===== src/rtl/imm_gen_stage.sv =====
// Registered RV32IM/RV64 immediate generator with PC+imm target and a two-entry skid buffer.
// Optional CSR zimm decode for IMM_PICK=110 is enabled with `define IMM_GEN_ZIMM_EN.
module imm_gen_stage #(
   parameter int XLEN = 32
) (
   input  logic            clk,
   input  logic            reset_n,
   input  logic            in_valid,
   output logic            in_ready,
   input  logic [31:0]     instruction,
   input  logic [2:0]      imm_pick,
   input  logic [XLEN-1:0] pc,
   input  logic            flush,
   output logic            out_valid,
   input  logic            out_ready,
   output logic [XLEN-1:0] immidiate,
   output logic [XLEN-1:0] target,
   output logic            illegal_pick
);

   // state | meaning
   // EMPTY | no entry held
   // ONE   | main register holds the output entry, skid empty
   // TWO   | main and skid both hold entries; upstream is stalled
   typedef enum logic [1:0] {EMPTY, ONE, TWO} occ_t;

   occ_t            state, state_nxt;
   logic            accept, load_main, load_skid, main_from_skid;
   logic [63:0]     wide;
   logic [XLEN-1:0] new_imm, new_tgt;
   logic            new_ill;
   logic [XLEN-1:0] skid_imm, skid_tgt;
   logic            skid_ill;
   logic            s;

   assign s = instruction[31];

   // All formats are built at 64 bits and truncated, so one mux serves both XLEN values.
   always_comb begin
      wide    = '0;
      new_ill = 1'b0;
      case (imm_pick)
         3'b000: wide = {{52{s}}, instruction[31:20]};
         3'b001: wide = {{52{s}}, instruction[31:25], instruction[11:7]};
         3'b010: wide = {{32{s}}, instruction[31:12], 12'b0};
         3'b011: wide = {{51{s}}, instruction[31], instruction[7], instruction[30:25],
                         instruction[11:8], 1'b0};
         3'b100: wide = {{43{s}}, instruction[31], instruction[19:12], instruction[20],
                         instruction[30:21], 1'b0};
         3'b101: begin
            if (XLEN == 64) wide = {58'b0, instruction[25:20]};
            else            wide = {59'b0, instruction[24:20]};
         end
`ifdef IMM_GEN_ZIMM_EN
         3'b110: wide = {59'b0, instruction[19:15]};
`else
         3'b110: new_ill = 1'b1;
`endif
         default: new_ill = 1'b1;
      endcase
   end

   assign new_imm = wide[XLEN-1:0];
   assign new_tgt = pc + new_imm;

   assign in_ready  = (state != TWO);
   assign out_valid = (state != EMPTY);
   assign accept    = in_valid & in_ready;

   always_ff @(posedge clk or negedge reset_n) begin
      if (!reset_n) state <= EMPTY;
      else          state <= state_nxt;
   end

   always_comb begin
      state_nxt      = state;
      load_main      = 1'b0;
      load_skid      = 1'b0;
      main_from_skid = 1'b0;
      if (flush) begin
         state_nxt = EMPTY;
      end else begin
         case (state)
            EMPTY: begin
               if (accept) begin
                  load_main = 1'b1;
                  state_nxt = ONE;
               end
            end
            ONE: begin
               if (accept && out_ready) begin
                  load_main = 1'b1;
               end else if (accept) begin
                  load_skid = 1'b1;
                  state_nxt = TWO;
               end else if (out_ready) begin
                  state_nxt = EMPTY;
               end
            end
            TWO: begin
               if (out_ready) begin
                  load_main      = 1'b1;
                  main_from_skid = 1'b1;
                  state_nxt      = ONE;
               end
            end
            default: state_nxt = EMPTY;
         endcase
      end
   end

   always_ff @(posedge clk or negedge reset_n) begin
      if (!reset_n) begin
         immidiate    <= '0;
         target       <= '0;
         illegal_pick <= 1'b0;
         skid_imm     <= '0;
         skid_tgt     <= '0;
         skid_ill     <= 1'b0;
      end else begin
         if (load_main) begin
            immidiate    <= main_from_skid ? skid_imm : new_imm;
            target       <= main_from_skid ? skid_tgt : new_tgt;
            illegal_pick <= main_from_skid ? skid_ill : new_ill;
         end
         if (load_skid) begin
            skid_imm <= new_imm;
            skid_tgt <= new_tgt;
            skid_ill <= new_ill;
         end
      end
   end

endmodule


===== config.mk =====
export PLATFORM = sky130hd
export DESIGN_NAME = imm_gen_stage
export DESIGN_NICKNAME = d
export VERILOG_FILES = /design/src/rtl/imm_gen_stage.sv
export SDC_FILE = /design/constraint.sdc
export NUM_CORES = 1
export LEC_CHECK = 0
export CORE_MARGIN = 5
export CORE_UTILIZATION = 50
export CTS_CLUSTER_SIZE = 16
export DETAILED_ROUTE_END_ITERATION = 10
export PLACE_DENSITY = 0.76
export SYNTH_ARGS = -nofsm -noshare
export SYNTH_HDL_FRONTEND = slang
export SYNTH_SLANG_ARGS = --single-unit

===== constraint.sdc =====
create_clock -name clk -period 3.3 [get_ports clk]
set_clock_uncertainty 0.15 [all_clocks]
set_input_delay 0.99 -clock clk [delete_from_list [all_inputs] [get_ports clk]]
set_output_delay 0.99 -clock clk [all_outputs]
set_load 0.01 [all_outputs]

==> results of run 1 <==
-- cells by family (layout without fill, tap and decap cells) --
family | count (synthesis) | in the layout | synth area share (%)
compound gates | 283 | 283 | 21.5
xor+xnor | 30 | 30 | 3.49
fa+ha+maj | 32 | 32 | 5.42
buf+inv | 97 | 434 | 5.00
flops | 132 | 132 | 43.9
mux | 28 | 28 | 3.99
simple gates | 297 | 297 | 16.7
-- area by class of cell --
class                           instances  area, sq um
Timing Repair Buffer                  362         3280
Multi-Input combinational cell        670         4950
Clock inverter                         11          150
Inverter                               40          153
Sequential cell                       132         3300
Clock buffer                           21          470
Tap cell                              184          230
Fill cell                             680         2100
-- routing by layer --
layer,up-vias,track usage [%]
met5,-,0
met2,690,49.9
met4,0,12.6
met1,4263,37.7
li1,3724,-
met3,211,6.87
-- worst min-delay path, cell delays in order (launching register included) --
cell and delay (ps):
dfrtp_1 340, nand2_1 50, o21ai_0 60
-- registers in the layout (all words and copies together), names as in the netlist --
register and flops:
state 2, skid_ill 1, target 32, illegal_pick 1, skid_imm 32, immidiate 32
skid_tgt 32
-- per-stage QoR --
| step | setup TNS [ps] | cells |
|---|---|---|
| global placement | -67600 | 1332 |
| detailed placement | -71790 | 1332 |
| finish | -18470 | 1420 |
| floorplan | -18380 | 899 |
| global route | -20350 | 1420 |
| CTS | -8810 | 1396 |
-- power groups by stage --
stage | clock network [W] | registers [W] | logic [W]
2_1_floorplan | 0 | 0.00234 | 0.000936
5_1_grt | 0.00209 | 0.00236 | 0.00274
6_report | 0.00201 | 0.00232 | 0.00259
3_5_place_dp | 0 | 0.00230 | 0.00204
3_3_place_gp | 0 | 0.00228 | 0.00199
4_1_cts | 0.00199 | 0.00229 | 0.00226
-- worst paths after layout --
| kind | from | to |
|---|---|---|
| worst max-delay path | imm_pick[2] | target[31] |
| worst min-delay path | immidiate[29] | immidiate[29] |
| worst max register to register | state[0] | immidiate[25] |
| worst min register to register | immidiate[29] | immidiate[29] |
| max in group asynchronous | reset_n | skid_imm[27] |
| min in group asynchronous | reset_n | skid_tgt[7] |
-- cells in the mapped netlist (7+ instances only) --
library cell  count
a22oi_1           8
nand2_1         163
a21oi_1          96
inv_1            40
buf_1             7
nor2_1           82
nand3_1           8
o21ai_0         122
ha_1             31
mux2_2           16
a21o_1           20
dfrtp_1         132
nor2b_1           9
mux2i_1          12
xnor2_1          17
clkbuf_1         45
xor2_1           13
-- timing repair --
action,CTS,global route
setup buffers,53,37
endpoints found under the setup margin,59,46
gates cloned,0,0
pin swaps,72,88
gates resized for setup,133,112
==> results.toml, run 1 <==
[global_routing]
grt_pass1_vias = 8041
grt_pass1_wl_um = 42100
grt_overflow = 0
grt_max_degree = 123
antenna_found_initial = 0
track_usage_pct = 30.0

[yosys]
synth-seq-area-share_pct = 43.9
async_reset_ff_share_pct = 100
synth_area_leaders = "dfrtp_1 44%, nand2_1 8.1%, o21ai_0 8.1%"
yosysWarnings = 0
synth_area_per_cell_sq_um = 8.37
netlist.top_cell.by_area = "dfrtp_1"
synth_top_flop_cell = "dfrtp_1"
ys_ff_latch = 132
synth_cells = 899
syn-cell-area_sq_um = 7530
synthesis.nets = 1003
synth_top_area_share_pct = 43.9
synth_edf_count = 0
ys_types = 58

[clocking]
htree_num_levels = 4
clk_path_buf_depth = 2
cts-root-buf = "clkbuf_16"
clock_latency_ps = 430
numClockSinks = 132
numCtsBuffers = 17
cts_tree = "built"
ctsHoldBuffers = 0
clkTransAtPathRegs_ps = 60

[routing]
drt_iter0_drc = 1123
ant_nets = 0
top_layer = "met4"
dr_wl_met3_um = 2720
wire_per_inst_um = 22.9
vias_per_cell = 6.26
routed_wl_um = 32500
wl_met1_um = 11800
drc = 0
first_pass_iters = 6
route.vias.total = 8888
wl_met2_um = 15500

[critical_path]
critPathArrivalTime_ps = 4270
max_stage_delay_ps = 550
crit_path_start_kind = "input pin"
critPathTopFamily = "simple AND/OR/NAND/NOR gates"
crit_chain = "buf_12 -> nor2b_4 -> buf_6 -> nand2_1 -> a21oi_1 -> nor2_1 -> inv_1 -> ha_1 -> buf_4 -> nand4_1 -> o31ai_4 -> nor2_2 -> o21ai_4 -> a221oi_4 -> or4b_1 -> nand3_1"
cp_num_buf_inv = 4
critPathKind = "input pin to flop"
r2r_cells = 7
slowest_stage = "or4b_1"
cp_max_fo = 6
path_depth = 16
cp-end-kind = "flop"
reg2reg_setup_slack_ps = 1060
cp.required_ps = 3510

[floorplanning]
die_x_um = 133
fp-row-count = 44
core_area_sq_um = 14600
die_area_sq_um = 17600
die_h_um = 133
initial_core_util_pct = 51.4
io_pins = 139

[pwr]
sw_frac_of_total_pct = 33.2
ir_drop_uv = 514
internal_power_w = 0.00463
p_seq_share_pct = 33.5
leakage_nw = 5.79
p_per_area_nw_per_um2 = 552
p_sw_w = 0.00230
power_w = 0.00693
clockPowerShare_pct = 29.0
pwr-share-comb_pct = 37.4

[final_layout]
area_growth_pct = 66.6
drive_above_1_share_pct = 36.7
nNetsFinal = 1327
antenna_cells = 0
fin_util_pct = 85.6
mostFrequentLayoutCells = "192 x buf_4, 146 x nand2_1, 132 x dfrtp_1, 114 x clkdlybuf4s50_1, 87 x o21ai_0"
layout_commonest_cell = "buf_4"
finalInstanceArea_sq_um = 12500

[sta]
slew_violations = 0
clock.fmax_mhz = 247
period_share_pct = 123
period_minus_slack_ps = 4050
holdWs_ps = 329
finalSetupViolations = 45
setup_ws_ps = -752
slew_headroom_pct = 58.0
finalHoldViolCount = 0
worst_pin_slew_ps = 630
rsz0062_at_grt = "true"

[min_path]
hold_depth = 2
min-delay-path-class = "flop to flop"

[run_status]
violations = "setup timing"
outcome = "complete, but fails checks"

[job]
drv_cap = 0

[place]
port_buffers = 131
placed_area_sq_um = 10600
pre_cts_slack_ps = -1600
hpwl_um = 17200
gp_congestion = 0.925
Power figures use the tool's default switching activity.
==> run 2, diff against run 1 <==
Settings changed: CORE_UTILIZATION 50 to 48, CTS_CLUSTER_DIAMETER from default to 50.
Clock period 3.3 ns to 3.6 ns, I/O delays scaled along.
==> run 2 against run 1 <==
- the run still ends with setup timing left
- utilization down 4.2 points
- global-route usage down 0.27 points
- register-to-register slack better by 230 ps
- first-iteration DRC count down 16%
- flip-flop and latch count unchanged
==> results.toml, run 2 (synthesis results as in run 1) <==
[final_layout]
area_growth_pct = 65.7
mostFrequentLayoutCells = "212 x buf_4, 151 x nand2_1, 132 x dfrtp_1, 114 x clkdlybuf4s50_1, 90 x o21ai_0"
nNetsFinal = 1334
finalNonFillerCells = 1455
fillCellCount = 827
drive_above_1_share_pct = 35.8
layout_commonest_cell = "buf_4"

[min_path]
hold_depth = 2
min-delay-path-class = "flop to flop"
hp-start = "immidiate[12]"

[floorplanning]
fp-row-count = 45
io_pins = 139
die_area_sq_um = 18300
core_area_sq_um = 15300
die_x_um = 135
die_h_um = 135
initial_core_util_pct = 49.2

[sta]
slew_violations = 0
finalSetupViolations = 37
period_minus_slack_ps = 4010
setup_ws_ps = -405
slew_headroom_pct = 46.4
rsz0062_at_grt = "true"
period_share_pct = 111
holdWs_ps = 324
tns_ps = -7450
finalHoldViolCount = 0
worst_pin_slew_ps = 803
clock.fmax_mhz = 250

[clocking]
cts-root-buf = "clkbuf_16"
cts_tree = "built"
clk_path_buf_depth = 2
numCtsBuffers = 17
clkTransAtPathRegs_ps = 60
numClockSinks = 132
htree_num_levels = 4
ctsHoldBuffers = 0
clock_latency_ps = 440

[routing]
first_pass_iters = 6
wire_per_inst_um = 21.3
drt_iter0_drc = 941
route.vias.total = 8657
ant_nets = 0
vias_per_cell = 5.95
routed_wl_um = 30900
drc = 0

[critical_path]
r2r_cells = 6
endpoint = "target[22]"
cp.required_ps = 3770
critPathArrivalTime_ps = 4170
rr_endpoint = "immidiate[22]"
startpoint = "imm_pick[2]"
reg2reg_setup_slack_ps = 1290
cp-end-kind = "flop"
r2r-start = "state[1]"
cp_max_fo = 7
critPathKind = "input pin to flop"
crit_path_start_kind = "input pin"

[pwr]
ir_drop_uv = 360
leakage_nw = 5.77
p_per_area_nw_per_um2 = 502
power_w = 0.00626

[place]
port_buffers = 131
pre_cts_slack_ps = -1300
placedCellCount = 1343
gp_congestion = 0.906
hpwl_um = 17000

[global_routing]
grt_pass1_vias = 8259
track_usage_pct = 29.7
grt_max_degree = 80
grt_overflow = 0
antenna_found_initial = 1
grt_pass1_wl_um = 42900

[run_status]
violations = "setup timing"
outcome = "complete, but fails checks"

[job]
drv_cap = 0
-- run 2: final cells by class --
| cell class | count | area, sq um | area share, % |
|---|---|---|---|
| flip-flops and latches | 132 | 3300 | 26.5 |
| clock inverters | 11 | 150 | 1.20 |
| well taps | 211 | 264 | 2.12 |
| inverters | 40 | 150 | 1.20 |
| repair buffers | 368 | 3250 | 26.1 |
| diodes | 1 | 2.50 | 0.0201 |
| multi-input cells | 671 | 4880 | 39.1 |
| clock buffers | 21 | 470 | 3.77 |
-- run 2: report_power, final --
part | internal [W] | switching [W]
logic | 0.00118 | 0.00111
registers | 0.00187 | 0.000249
clock network | 0.00115 | 0.000699
total | 0.00420 | 0.00206
-- run 2: worst min-delay path by stage --
| stage | endpoint | slack (ps) |
|---|---|---|
| finish | immidiate[12] | 320 |
| CTS | skid_tgt[7] | 330 |
| global route | target[7] | 350 |
| floorplan | skid_imm[0] | 300 |
| global placement | skid_imm[0] | 310 |
| detailed placement | immidiate[12] | 320 |
-- run 2: metrics by stage --
step                      instance area [sq um]  util, %
final                                     12500     81.4
after floorplan                            7940        -
after CTS                                 12000     78.3
after global routing                      12500     81.4
after global placement                    10500     68.3
after detailed placement                  10500     68.3
-- run 2: timing repair --
action	4_1_cts	5_1_grt
pin swaps	63	46
buffers inserted	68	17
endpoints found under the setup margin	53	46
resized for setup	126	87
gates cloned	1	0
-- run 2: critical path: stages --
cell      delay (ps)
buf_12            90
nor2b_4          270
nand2_1          100
a21oi_1          190
nor2_2            70
inv_2             90
ha_4             220
a21o_1           210
a221oi_4         290
o21ai_2          100
or3_4            370
a31o_4           280
a31oi_4          220
xor2_2           200
o21ai_1          100
mux2_4           270
-- run 2: metal layers --
| metal | share of wire (%) | up-vias | GRT usage (%) |
|---|---|---|---|
| met5 | 0 | - | 0 |
| met3 | 8.5 | 169 | 5.72 |
| li1 | - | 3734 | - |
| met4 | 5.8 | 0 | 15.5 |
| met2 | 49 | 598 | 49.6 |
| met1 | 37 | 4156 | 36.6 |
==> run 3, diff against run 2 <==
Settings changed: ABC_AREA from default to 1, CORE_UTILIZATION 48 to 30, PLACE_DENSITY 0.76 to 0.51.
==> run 3 against run 2 <==
- the flow now finishes without violations
- routed wire length shrank 8.0%
- critical path depth increased by 4
- highest routed layer unchanged
- combinational power fell by 10%
- first-iteration DRC count fell by 50%
- register-to-register slack improved by 160 ps
- final cell count rose by 30%
- power fell by 5.2%
- synthesized cell count is 39% higher
- fmax increased by 16%
- clock power down 7%
- setup slack better by 560 ps
==> results.toml, run 3 <==
[pwr]
power_w = 0.00594
p_per_area_nw_per_um2 = 487
leakage_nw = 6.34
ir_drop_uv = 239

[routing]
wire_per_inst_um = 15.0
ant_nets = 0
first_pass_iters = 5
routed_wl_um = 28400
drc = 0
drt_iter0_drc = 468
vias_per_cell = 4.49
route.vias.total = 8497

[clocking]
numClockSinks = 132
htree_num_levels = 4
numCtsBuffers = 17
cts-root-buf = "clkbuf_16"
cts_tree = "built"
clk_path_buf_depth = 2
clock_latency_ps = 430
clkTransAtPathRegs_ps = 70

[critical_path]
cp_num_buf_inv = 15
critPathArrivalTime_ps = 3620
critPathKind = "input pin to flop"
crit_chain = "dlygate4sd2_1 -> buf_4 -> nor2_4 -> nor2_1 -> a31oi_1 -> inv_1 -> buf_4 -> buf_4 -> buf_4 -> buf_4 -> buf_4 -> buf_4 -> buf_4 -> buf_4 -> buf_4 -> buf_4 -> buf_4 -> buf_4 -> nor2_1 -> o21ai_1"
max_stage_delay_ps = 270
cp-end-kind = "flop"
cp.required_ps = 3770
startpoint = "imm_pick[2]"
slowest_stage = "dlygate4sd2_1"
crit_top_cell = "buf_4"
r2r-start = "state[1]"
critPathTopFamily = "buffers and inverters"
cp_max_fo = 4
crit_path_start_kind = "input pin"

[sta]
slew_violations = 0
period_share_pct = 95.7
setup_ws_ps = 155
finalHoldViolCount = 0
worst_pin_slew_ps = 631
clock.fmax_mhz = 290
period_minus_slack_ps = 3440
finalSetupViolations = 0
slew_headroom_pct = 57.9

[final_layout]
antenna_cells = 0
layout_commonest_cell = "nand2_1"
area_growth_pct = 44.7
mostFrequentLayoutCells = "416 x nand2_1, 181 x inv_1, 137 x buf_4, 132 x dfrtp_1, 126 x clkdlybuf4s50_1"
finalNonFillerCells = 1892
drive_above_1_share_pct = 19.9
nNetsFinal = 1605

[place]
gp_congestion = 0.890
hpwl_um = 21300
port_buffers = 131
placedCellCount = 1842
pre_cts_slack_ps = -822

[yosys]
synthesis.nets = 1354
synth_area_leaders = "dfrtp_1 39%, nand2_1 19%, inv_1 8.4%"
synth_most_common_cell = "nand2_1"
async_reset_ff_share_pct = 100
ys_top_cells_by_count = "437 x nand2_1, 189 x inv_1, 132 x dfrtp_1, 111 x o21ai_0, 87 x nor2_1"
synth-seq-area-share_pct = 39.2
synth_cells = 1250
yosysWarnings = 0
synth_top_flop_cell = "dfrtp_1"
synth_area_per_cell_sq_um = 6.74
synth_top_area_share_pct = 39.2
netlist.top_cell.by_area = "dfrtp_1"
ys_ff_latch = 132
syn-cell-area_sq_um = 8420
ys_types = 40
synth_edf_count = 0

[floorplanning]
die_h_um = 178
fp-row-count = 61
core_area_sq_um = 27800
die_area_sq_um = 31500
die_x_um = 178
initial_core_util_pct = 30.3
io_pins = 139

[job]
drv_cap = 0

[global_routing]
antenna_found_initial = 0
track_usage_pct = 18.2
grt_max_degree = 61
grt_pass1_wl_um = 44600
grt_overflow = 0
grt_pass1_vias = 8209

[run_status]
outcome = "complete, no violations"

[min_path]
min-delay-path-class = "flop to flop"
hp-start = "skid_tgt[9]"
## run 3: cell types whose count changed after synthesis, sizes merged, moves of 10 or more
cell | previous run | this run
a21oi | 97 | 61
clkbuf | 47 | 24
mux2 | 16 | 0
a21o | 20 | 3
nand2 | 163 | 438
mux2i | 12 | 0
nand3 | 8 | 46
nor3 | 6 | 18
xnor2 | 17 | 7
buf | 10 | 20
inv | 40 | 205
o21ai | 125 | 140
## run 3: power by group
| group | leakage, nW | switching [W] | internal, W | total [W] |
|---|---|---|---|---|
| Clock | 0.273 | 0.000806 | 0.000914 | 0.00172 |
| Combinational | 4.41 | 0.00105 | 0.00100 | 0.00205 |
| Sequential | 1.66 | 0.000221 | 0.00194 | 0.00217 |
| Total | 6.34 | 0.00208 | 0.00386 | 0.00594 |
## run 3: final cells by class
cell class | count | area [sq um]
Clock inverter | 15 | 135
Timing Repair Buffer | 274 | 2440
Fill cell | 2932 | 15600
Inverter | 206 | 776
Clock buffer | 17 | 425
Sequential cell | 132 | 3300
Tap cell | 378 | 473
Multi-Input combinational cell | 870 | 4630
## run 3: final timing paths
kind | to | slack [ps] | depth (start not counted)
setup / recovery | immidiate[0] | 160 | 20
hold / removal | skid_tgt[9] | 330 | 2
setup reg to reg | target[14] | 1450 | 8
hold reg to reg | skid_tgt[9] | 330 | 2
min in group asynchronous | immidiate[2] | 460 | 1
max in group asynchronous | target[28] | 2170 | 2
## run 3: stage by stage
step | cell area [sq um] | util (%) | setup TNS, ps | hold slack (ps)
finish | 12200 | 43.9 | 0 | 326
CTS | 11800 | 42.6 | 0 | 327
floorplan | 8420 | - | 0 | 294
global placement | 11000 | 39.6 | -34840 | 308
global route | 12200 | 43.9 | -1.56 | 347
detailed placement | 11000 | 39.6 | -36370 | 310
## run 3: kinds of logic (layout without fill, tap and decap cells)
group | Yosys count | in the layout | share of synthesized area (%)
flops | 132 | 132 | 39.2
compound gates | 223 | 224 | 14.2
fa+ha+maj | 32 | 32 | 4.84
buf+inv | 250 | 512 | 11.5
xor+xnor | 17 | 17 | 1.77
simple gates | 596 | 597 | 28.5
## run 3: repair_timing
action / 4_1_cts / 5_1_grt
resized for setup: 45 / 74
hold buffers: 0 / 0
buffers inserted: 14 / 2
gates cloned: 1 / 1
endpoints found under the setup margin: 48 / 48
pin swaps: 6 / 10
## run 3: worst min-delay path, cell delays in order (launching register included)
cell	delay [ps]
dfrtp_1	340
nand2_1	50
nand2_1	50
## run 3: layer usage
layer | vias up | global-route usage, % | routed length [um]
li1 | 4398 | - | -
met1 | 3882 | 26.1 | 14200
met2 | 189 | 28.8 | 12600
met3 | 28 | 2.77 | 1220
met4 | 0 | 4.87 | 469
met5 | - | 0 | 0
==> variant: new RTL, config.mk and constraints of run 3 <==
`XLEN`: 32 -> 64.
--- a/src/rtl/imm_gen_stage.sv
+++ b/src/rtl/imm_gen_stage.sv
@@ -1,7 +1,7 @@
 // Registered RV32IM/RV64 immediate generator with PC+imm target and a two-entry skid buffer.
 // Optional CSR zimm decode for IMM_PICK=110 is enabled with `define IMM_GEN_ZIMM_EN.
 module imm_gen_stage #(
-   parameter int XLEN = 32
+   parameter int XLEN = 64
 ) (
    input  logic            clk,
    input  logic            reset_n,
Ports: changed (resized immidiate, pc and target); port bits go from 139 to 235. No check against the original RTL was run, so the function may have changed too.
==> variant against run 3 <==
  * Highest routed layer unchanged
  * Critical endpoint is now target[45]
  * Setup slack worse by 0.073 ns
  * Routed wire length up 98%
  * Total power up 45%
  * Combinational power up 71%
  * Area after synthesis up 66%
  * Sequential cell count up 64
  * Maximum frequency down 2.1%
  * Final cell count up 71%
  * Cell area up 70%
==> variant: results (changes against run 3) <==
stage;metric;value;unit;change
run_status;outcome;complete, no violations;;
timing;fin_ws;0.0825;ns;-0.0726 ns
final_layout;inverters_excl_clock;265;;+29%
final_layout;sequential_cell_total;196;;+48%
final_layout;seqAreaFraction;23.7;%;-3.4 points
logic_synthesis;synth-compound-area-share;15.6;%;+1.5 points
timing;holdWs;0.326;ns;+0.000262 ns
power_and_ir_drop;power.density_cell_area;417;nW/um^2;-14%
placed_design;detailed_place.area;19100;sq um;+73%
cts;clkLatencyLatePin;0.50;ns;+0.07 ns
power_and_ir_drop;peakVddDrop;0.000289;V;+21%
routing;routed_vias;15356;;+81%
placed_design;globalplace.congestion;0.947;;+6.4%
logic_synthesis;netlist_top_cells_area;sky130_fd_sc_hd__dfrtp_1, sky130_fd_sc_hd__nand2_1, sky130_fd_sc_hd__inv_1, sky130_fd_sc_hd__o21ai_0, sky130_fd_sc_hd__nor2_1;;
logic_synthesis;syn-num-nets;2255;;+67%
critical_path;register_to_register_setup_slack;1.38;ns;-0.07 ns
critical_path;reg2reg_to;target[29];;
logic_synthesis;synthDistinctLibCells;46;;+15%
power_and_ir_drop;clockPowerShare;23.7;%;-5.3 points
placed_design;post-place-cells;3181;;+73%
logic_synthesis;ys_top_cells_by_count;sky130_fd_sc_hd__nand2_1, sky130_fd_sc_hd__inv_1, sky130_fd_sc_hd__dfrtp_1, sky130_fd_sc_hd__o21ai_0, sky130_fd_sc_hd__nor2_1;;
final_layout;nNonClkBuffers;581;;+110%
critical_path;critical_path_arrival;3.75;ns;+0.13 ns
grt;grt_pass1_wl;85800;microns;+93%
worst_hold_path;timing.hold.worst_endpoint;skid_imm[30];;
floorplanning;tap_cells;607;;+61%
logic_synthesis;synth_fa_ha_area_share;2.93;%;-1.9 points
critical_path;crit_start;instruction[22];;
critical_path;slowest_delay;0.47;ns;+0.20 ns
final_layout;post_route_cells_drive_above_1_share;23.9;%;+4.0 points
critical_path;r2r.worst_path.cells;9;;+1
final_layout;multi_input_combinational_area_share;40.2;%;+2.2 points
critical_path;critPathSlowestCell;sky130_fd_sc_hd__clkdlybuf4s50_1;;
final_layout;layout.clock.cell_area_share;2.84;%;-1.8 points
-- variant: cells by family after synthesis --
group | count (synthesis)
AO/OA/AOI/OAI | 383
XOR/XNOR | 40
adder cells (fa/ha/maj) | 32
buffers and inverters | 373
flip-flops | 196
AND/OR/NAND/NOR | 1095
-- variant: worst max-delay path by stage --
| stage | slack, ns | endpoint | depth (start not counted) |
|---|---|---|---|
| 3_3_place_gp | -1.41 | target[49] | 16 |
| 3_5_place_dp | -1.37 | target[49] | 16 |
| 2_1_floorplan | -0.003 | target[41] | 20 |
| 5_1_grt | -0.03 | target[47] | 20 |
| 4_1_cts | -0.02 | target[37] | 24 |
| 6_report | 0.08 | target[45] | 19 |
-- variant: metal layers --
layer | vias to the layer above | global-route usage (%) | share of wire, %
li1 | 7686 | - | -
met1 | 7239 | 32.6 | 50
met2 | 384 | 33.6 | 44
met3 | 47 | 3.57 | 5.0
met4 | 0 | 5.35 | 1.7
met5 | - | 0 | 0
